`src/rtl/cva6_hpicache_refill_pkg.sv`:
```
// Shared types and sizing helpers for the HPI-cache line refill adapter.
package cva6_hpicache_refill_pkg;

  // Refill sequencing: accept line request, issue burst, gather beats, return line.
  typedef enum logic [1:0] {
    ST_IDLE    = 2'd0,
    ST_REQ     = 2'd1,
    ST_COLLECT = 2'd2,
    ST_RESP    = 2'd3
  } refill_state_e;

  // Number of bus beats that make up one cache line.
  function automatic int calc_beats(input int line_w, input int bus_w);
    return line_w / bus_w;
  endfunction

  // Number of byte-offset address bits inside one cache line.
  function automatic int calc_off_w(input int line_w);
    return $clog2(line_w / 8);
  endfunction

endpackage

```
`src/rtl/cva6_hpicache_refill_skid.sv`:
```
// One-entry holding slot for a line request that arrives while a refill is busy.
module cva6_hpicache_refill_skid #(
  parameter int ADDR_W = 64,
  parameter int ID_W   = 4
) (
  input  logic              clk,
  input  logic              srst,
  input  logic              push,
  input  logic [ADDR_W-1:0] push_addr,
  input  logic [ID_W-1:0]   push_id,
  input  logic              pop,
  output logic              full,
  output logic [ADDR_W-1:0] addr,
  output logic [ID_W-1:0]   id
);

  logic              full_reg;
  logic [ADDR_W-1:0] addr_reg;
  logic [ID_W-1:0]   id_reg;

  // Occupancy flag is reset; the payload only changes on push.
  always_ff @(posedge clk) begin
    if (srst) begin
      full_reg <= 1'b0;
    end else begin
      if (push) begin
        full_reg <= 1'b1;
        addr_reg <= push_addr;
        id_reg   <= push_id;
      end else if (pop) begin
        full_reg <= 1'b0;
      end
    end
  end

  assign full = full_reg;
  assign addr = addr_reg;
  assign id   = id_reg;

endmodule

```
`src/rtl/cva6_hpicache_refill_adapter.sv`:
```
// Converts a single cache line read into a system bus burst and reassembles
// the beats into a full line. One refill outstanding at a time.
// Optional macro CVA6_HPICACHE_REFILL_SKID_EN adds a one-entry request skid so
// a new line request can be taken while a refill is in progress.
module cva6_hpicache_refill_adapter
  import cva6_hpicache_refill_pkg::*;
#(
  parameter int ADDR_W = 64,
  parameter int ID_W   = 4,
  parameter int LINE_W = 512,
  parameter int BUS_W  = 64
) (
  input  logic              clk_i,
  input  logic              rst_i,
  input  logic              line_req_valid_i,
  output logic              line_req_ready_o,
  input  logic [ADDR_W-1:0] line_req_addr_i,
  input  logic [ID_W-1:0]   line_req_id_i,
  output logic              line_rsp_valid_o,
  input  logic              line_rsp_ready_i,
  output logic [LINE_W-1:0] line_rsp_data_o,
  output logic [ID_W-1:0]   line_rsp_id_o,
  output logic              line_rsp_error_o,
  output logic              bus_req_valid_o,
  input  logic              bus_req_ready_i,
  output logic [ADDR_W-1:0] bus_req_addr_o,
  output logic [ID_W-1:0]   bus_req_id_o,
  output logic [7:0]        bus_req_len_o,
  input  logic              bus_rsp_valid_i,
  output logic              bus_rsp_ready_o,
  input  logic [BUS_W-1:0]  bus_rsp_data_i,
  input  logic [ID_W-1:0]   bus_rsp_id_i,
  input  logic              bus_rsp_last_i,
  input  logic              bus_rsp_error_i
);

  localparam int BEATS = calc_beats(LINE_W, BUS_W);
  localparam int OFF_W = calc_off_w(LINE_W);
  localparam int CNT_W = (BEATS > 1) ? $clog2(BEATS) : 1;
  localparam logic [CNT_W-1:0]  LAST_BEAT = CNT_W'(BEATS - 1);
  localparam logic [ADDR_W-1:0] OFF_MASK  = {{(ADDR_W-OFF_W){1'b0}}, {OFF_W{1'b1}}};

  refill_state_e     state_reg, state_next;
  logic [ADDR_W-1:0] addr_reg;
  logic [ID_W-1:0]   id_reg;
  logic [CNT_W-1:0]  cnt_reg;
  logic              err_reg;
  logic [BUS_W-1:0]  beat_reg [BEATS];

  logic              line_req_hs;
  logic              start;
  logic [ADDR_W-1:0] start_addr;
  logic [ID_W-1:0]   start_id;
  logic              beat_hs;
  logic              cnt_last;
  logic              beat_end;
  logic              beat_err;

`ifdef CVA6_HPICACHE_REFILL_SKID_EN
  logic              skid_full;
  logic              skid_push;
  logic              skid_pop;
  logic [ADDR_W-1:0] skid_addr;
  logic [ID_W-1:0]   skid_id;

  // Requests are taken whenever the slot is free; in IDLE they start directly,
  // otherwise they park in the skid until the current line is returned.
  assign line_req_ready_o = !rst_i && !skid_full;
  assign line_req_hs      = line_req_valid_i && line_req_ready_o;
  assign skid_push        = line_req_hs && (state_reg != ST_IDLE);
  assign skid_pop         = skid_full && ((state_reg == ST_IDLE) ||
                                          ((state_reg == ST_RESP) && line_rsp_ready_i));
  assign start            = skid_pop || (line_req_hs && (state_reg == ST_IDLE));
  assign start_addr       = skid_full ? skid_addr : line_req_addr_i;
  assign start_id         = skid_full ? skid_id : line_req_id_i;

  cva6_hpicache_refill_skid #(
    .ADDR_W (ADDR_W),
    .ID_W   (ID_W)
  ) u_skid (
    .clk       (clk_i),
    .srst      (rst_i),
    .push      (skid_push),
    .push_addr (line_req_addr_i),
    .push_id   (line_req_id_i),
    .pop       (skid_pop),
    .full      (skid_full),
    .addr      (skid_addr),
    .id        (skid_id)
  );
`else
  assign line_req_ready_o = !rst_i && (state_reg == ST_IDLE);
  assign line_req_hs      = line_req_valid_i && line_req_ready_o;
  assign start            = line_req_hs;
  assign start_addr       = line_req_addr_i;
  assign start_id         = line_req_id_i;
`endif

  assign bus_rsp_ready_o = !rst_i && (state_reg == ST_COLLECT);
  assign beat_hs         = bus_rsp_valid_i && bus_rsp_ready_o;
  assign cnt_last        = (cnt_reg == LAST_BEAT);
  assign beat_end        = cnt_last || bus_rsp_last_i;
  // Bad status, foreign ID, early last or missing last all poison the line.
  assign beat_err        = bus_rsp_error_i || (bus_rsp_id_i != id_reg) ||
                           (cnt_last != bus_rsp_last_i);

  // Next-state selection for the refill sequence.
  always_comb begin
    state_next = state_reg;
    unique case (state_reg)
      ST_IDLE:    if (start) state_next = ST_REQ;
      ST_REQ:     if (bus_req_ready_i) state_next = ST_COLLECT;
      ST_COLLECT: if (beat_hs && beat_end) state_next = ST_RESP;
      ST_RESP:    if (line_rsp_ready_i) state_next = start ? ST_REQ : ST_IDLE;
      default:    state_next = ST_IDLE;
    endcase
  end

  // State, beat counter and sticky error; request and beat payloads are not reset.
  always_ff @(posedge clk_i) begin
    if (rst_i) begin
      state_reg <= ST_IDLE;
      cnt_reg   <= '0;
      err_reg   <= 1'b0;
    end else begin
      state_reg <= state_next;
      if (start) begin
        addr_reg <= start_addr & ~OFF_MASK;
        id_reg   <= start_id;
        err_reg  <= 1'b0;
      end
      if (beat_hs) begin
        beat_reg[cnt_reg] <= bus_rsp_data_i;
        err_reg           <= err_reg || beat_err;
        cnt_reg           <= beat_end ? '0 : cnt_reg + 1'b1;
      end
    end
  end

  // Beat k lands in the k-th BUS_W slice of the line, beat 0 at the LSBs.
  for (genvar gi = 0; gi < BEATS; gi++) begin : g_line
    assign line_rsp_data_o[gi*BUS_W +: BUS_W] = beat_reg[gi];
  end

  assign bus_req_valid_o  = !rst_i && (state_reg == ST_REQ);
  assign bus_req_addr_o   = addr_reg;
  assign bus_req_id_o     = id_reg;
  assign bus_req_len_o    = 8'(BEATS - 1);
  assign line_rsp_valid_o = !rst_i && (state_reg == ST_RESP);
  assign line_rsp_id_o    = id_reg;
  assign line_rsp_error_o = err_reg;

endmodule

```
`config.mk`:
```
export PLATFORM = sky130hd
export DESIGN_NAME = cva6_hpicache_refill_adapter
export DESIGN_NICKNAME = d
export VERILOG_FILES = /design/src/rtl/cva6_hpicache_refill_pkg.sv /design/src/rtl/cva6_hpicache_refill_skid.sv /design/src/rtl/cva6_hpicache_refill_adapter.sv
export SDC_FILE = /design/constraint.sdc
export NUM_CORES = 1
export LEC_CHECK = 0
export BUFFER_PORTS_ARGS = -buffer_cell sky130_fd_sc_hd__clkbuf_2
export CORE_AREA = 2 2 290 292
export CTS_CLUSTER_DIAMETER = 50
export DETAILED_ROUTE_END_ITERATION = 8
export DIE_AREA = 0 0 292 294
export HOLD_SLACK_MARGIN = 0.08
export SETUP_SLACK_MARGIN = 0.1
export SLEW_MARGIN = 5
export SYNTH_ARGS = -nofsm -noshare
export SYNTH_HDL_FRONTEND = slang
export SYNTH_HIERARCHICAL = 1
export SYNTH_SLANG_ARGS = --single-unit
```
`constraint.sdc`:
```
create_clock -name clk_i -period 13.25 [get_ports clk_i]
set_input_delay 2.65 -clock clk_i [delete_from_list [all_inputs] [get_ports clk_i]]
set_output_delay 2.65 -clock clk_i [all_outputs]
set_load 0.1 [all_outputs]
```
==> metrics.md <==
| Metric | Value |
|---|---|
| Part of the Yosys area used for sequential elements | 0.969 |
| Endpoint, Worst Hold | line_rsp_error_o |
| Internal power | ~0.0032 W |
| Status | complete, no violations |
| Layout Utilization | 0.304 |
| Clock power frac | 0.418 |
| Synth unique cells | 26 |
| Worst-path fanout max | 15 |
| Reg clk slew, reported paths | roughly 0.06 ns |
| Switch share | 0.266 |
| Vias in the first global route | 10200 |
| Post-layout min period | about 6.2 ns |
| Most common cell after layout, fill and taps aside | clkbuf_2 |
| Wirelength per Cell | 19.3 µm |
| Crit share post-route | 0.470 |
| XOR/XNOR share of the synthesized area | 0.00196 |
| Nets | between 1500 and 2000 |
| Largest family of logic cells by synthesized area | simple AND/OR/NAND/NOR gates |
| Root Driver | clkbuf_16 |
| Hold Buf Count CTS | 0 |
| Worst reg2reg endpoint | beat_reg[0][43] |
| Core area | 0.0829 mm² |
| Resize count post-CTS | 0 |
| P&R area growth vs syn | 40.4% |
| Grt total ovfl | 0 |
| Most frequent cells in the layout | clkbuf_2, edfxtp_1, clkbuf_16 |
| Critical Path AT | approximately 3.6 ns |
| Setup_tns | 0 ns |
| Post-Synth Adder-Cell Area | 0.00628 |
| Unrepaired setup endpoints after global routing | false |
| Worst Path Class, Setup | primary input to output pin |
| Seq pwr share | 0.481 |
| Drt drc | 0 |
| Final WL | ~50 mm |
| LEAKAGE | around 9.6 nW |
| Hold path cells | 2 |
| Die width | just under 300 µm |
| Post-DP HPWL | ~33 mm |
| Std cell rows | roughly 110 |
| First-pass GRT wire length | about 69 mm |
| Layout cells sized above 1 | 0.556 |
| DRT Pass-1 Iters | 4 |
| Setup-failing EPs final | 0 |
| Die area | 0.0858 mm² |
| Clock Path Buffers | 3 |
| Simple-gate portion of the synthesized area | 0.00978 |
| CTS tree | built |
| HP Class | flip-flop to flip-flop |
| CP Launch Type | primary input |
| Vias | between 9000 and 10000 |
| Max-cap violation count | 0 |
| CTS buffer count | 67 |
| Rel. slew slack | 0.454 |
| Largest net degree at the start of global routing | between 60 and 70 |
| Critical hold path startpoint | line_rsp_error_o |
| Syn Area/Cell | roughly 27 µm² |
| Worst Skew | between 0.015 and 0.02 ns |
| DP Area | 0.0230 mm² |
| Final hold vios | 0 |
| # port buffers | 720 |
| Flip-flop count of the largest register after layout | approximately 510 |
| Num Clock Sinks | 580 |
| Endpoint type of the worst setup path | output pin |
| Initial antenna violation count | 5 |
| # IOs | 741 |
| Tightest Pin Transition | slightly above 0.8 ns |
| Reg2Reg Depth | 7 |
| Yosys Warn Count | 6 |
| # H-tree levels | 3 |
| Slew Limit Fails | 0 |
| Mux cell area share after synthesis | 0.000559 |
| Gpl congestion | roughly 0.82 |
| Mapped Area | ~0.018 mm² |
| Initial core utilization | 0.216 |
| Antenna viol nets, final | 0 |
| NetSw | roughly 0.0012 W |
| Clk_lat worst skew | 0.61 ns |
| Design area | about 0.025 mm² |
| Number of DRC markers in iteration 0 | around 550 |
| FF-to-FF setup slack | roughly 10 ns |
| Setup Buffers After CTS | 0 |
| Worst setup startpoint | rst_i |
| Synth Register Bits | just under 600 |
| Peak supply drop | between 0.1 and 0.15 mV |
| GRT Total Usage | 0.111 |
| Post-Synthesis Cells | approximately 670 |
| Vias/cell | about 3.8 |
| Ratio of total power to cell area | ~170 mW/mm² |
| Comb pwr share | 0.101 |
| Synth Area in Compound Gates | 0.00307 |
| F_max | 161 MHz |
| RR Startpoint | state_reg[0] |
| Critical path required time | 10.60 ns |
| Die height | slightly below 300 µm |
[layout make-up]
type	instances	area (µm²)
fillers	8061	57700
flip-flops and latches	580	17400
repair buffers	737	3730
clock buffers	77	1740
well taps	1080	1350
multi-input cells	71	497
clock inverters	42	458
inverters	7	26.3
diodes	1	2.50
[critical path, cell delays in order]
cell	delay, ns
clkbuf_2	0.20
and2b_1	0.26
clkbuf_2	0.46
[worst max path at each step]
| stage | to | slack, ns | cells past startpoint |
|---|---|---|---|
| 2_1_floorplan | beat_reg[0][0] | 5.19 | 3 |
| 3_3_place_gp | line_req_ready_o | 7.04 | 3 |
| 3_5_place_dp | line_req_ready_o | 7.03 | 3 |
| 4_1_cts | line_req_ready_o | 7.03 | 3 |
| 5_1_grt | line_req_ready_o | 6.99 | 3 |
| 6_report | line_req_ready_o | 7.03 | 3 |
[power by group through the flow]
stage | Combinational (W) | Sequential [W] | Clock, W
after global routing | 0.000456 | 0.00209 | 0.00194
after global placement | 0.000436 | 0.00212 | 0
after floorplan | 0.0000956 | 0.00237 | 0
after detailed placement | 0.000442 | 0.00212 | 0
after CTS | 0.000443 | 0.00208 | 0.00186
final | 0.000440 | 0.00208 | 0.00181
[cell usage after synthesis (all sizes together)]
cell type  count  area [µm²]
ha             9         113
nor2           9        33.8
a222oi         1        10.0
edfxtp       574       17200
dfxtp          6         120
nand2b         5        31.3
nor2b          3        18.8
and2           1        6.26
conb           2        7.51
nor3           3        15.0
a21oi          4        20.0
a221oi         1        8.76
nor4           1        6.26
o31ai          1        7.51
or3            1        6.26
nor3b          1        7.51
and2b          1        7.51
a311oi         1        8.76
clkbuf         1        3.75
nand4          2        12.5
buf           18         135
xor2           4        35.0
inv            6        22.5
clkinv         1        3.75
mux2i          1        10.0
nand2          8        30.0
[layer usage]
metal  part of all wire  up-vias  GRT usage
li1                   -     4245          -
met1               0.37     4863      0.123
met2               0.51      619      0.193
met3              0.090      103     0.0375
met4              0.032        4     0.0523
met5            0.00054        -          0
[logic make-up (layout without fill, tap and decap cells)]
logic type | count (synthesis) | after routing
buffers and inverters | 26 | 863
multiplexers | 1 | 1
other | 2 | 15
XOR/XNOR | 4 | 4
adder cells (fa/ha/maj) | 9 | 9
AO/OA/AOI/OAI | 8 | 8
AND/OR/NAND/NOR | 35 | 35
flip-flops | 580 | 580
[metrics by stage]
| stage | hold slack, ns | setup slack [ns] | cells | total power [W] |
|---|---|---|---|---|
| 2_1_floorplan | 0.493 | 5.19 | 677 | 0.00247 |
| 3_3_place_gp | 0.479 | 7.04 | 2475 | 0.00256 |
| 3_5_place_dp | 0.486 | 7.03 | 2475 | 0.00256 |
| 4_1_cts | 0.495 | 7.03 | 2594 | 0.00439 |
| 5_1_grt | 0.534 | 6.99 | 2594 | 0.00448 |
| 6_report | 0.506 | 7.03 | 2595 | 0.00433 |
(Power assumes the default switching activity.)
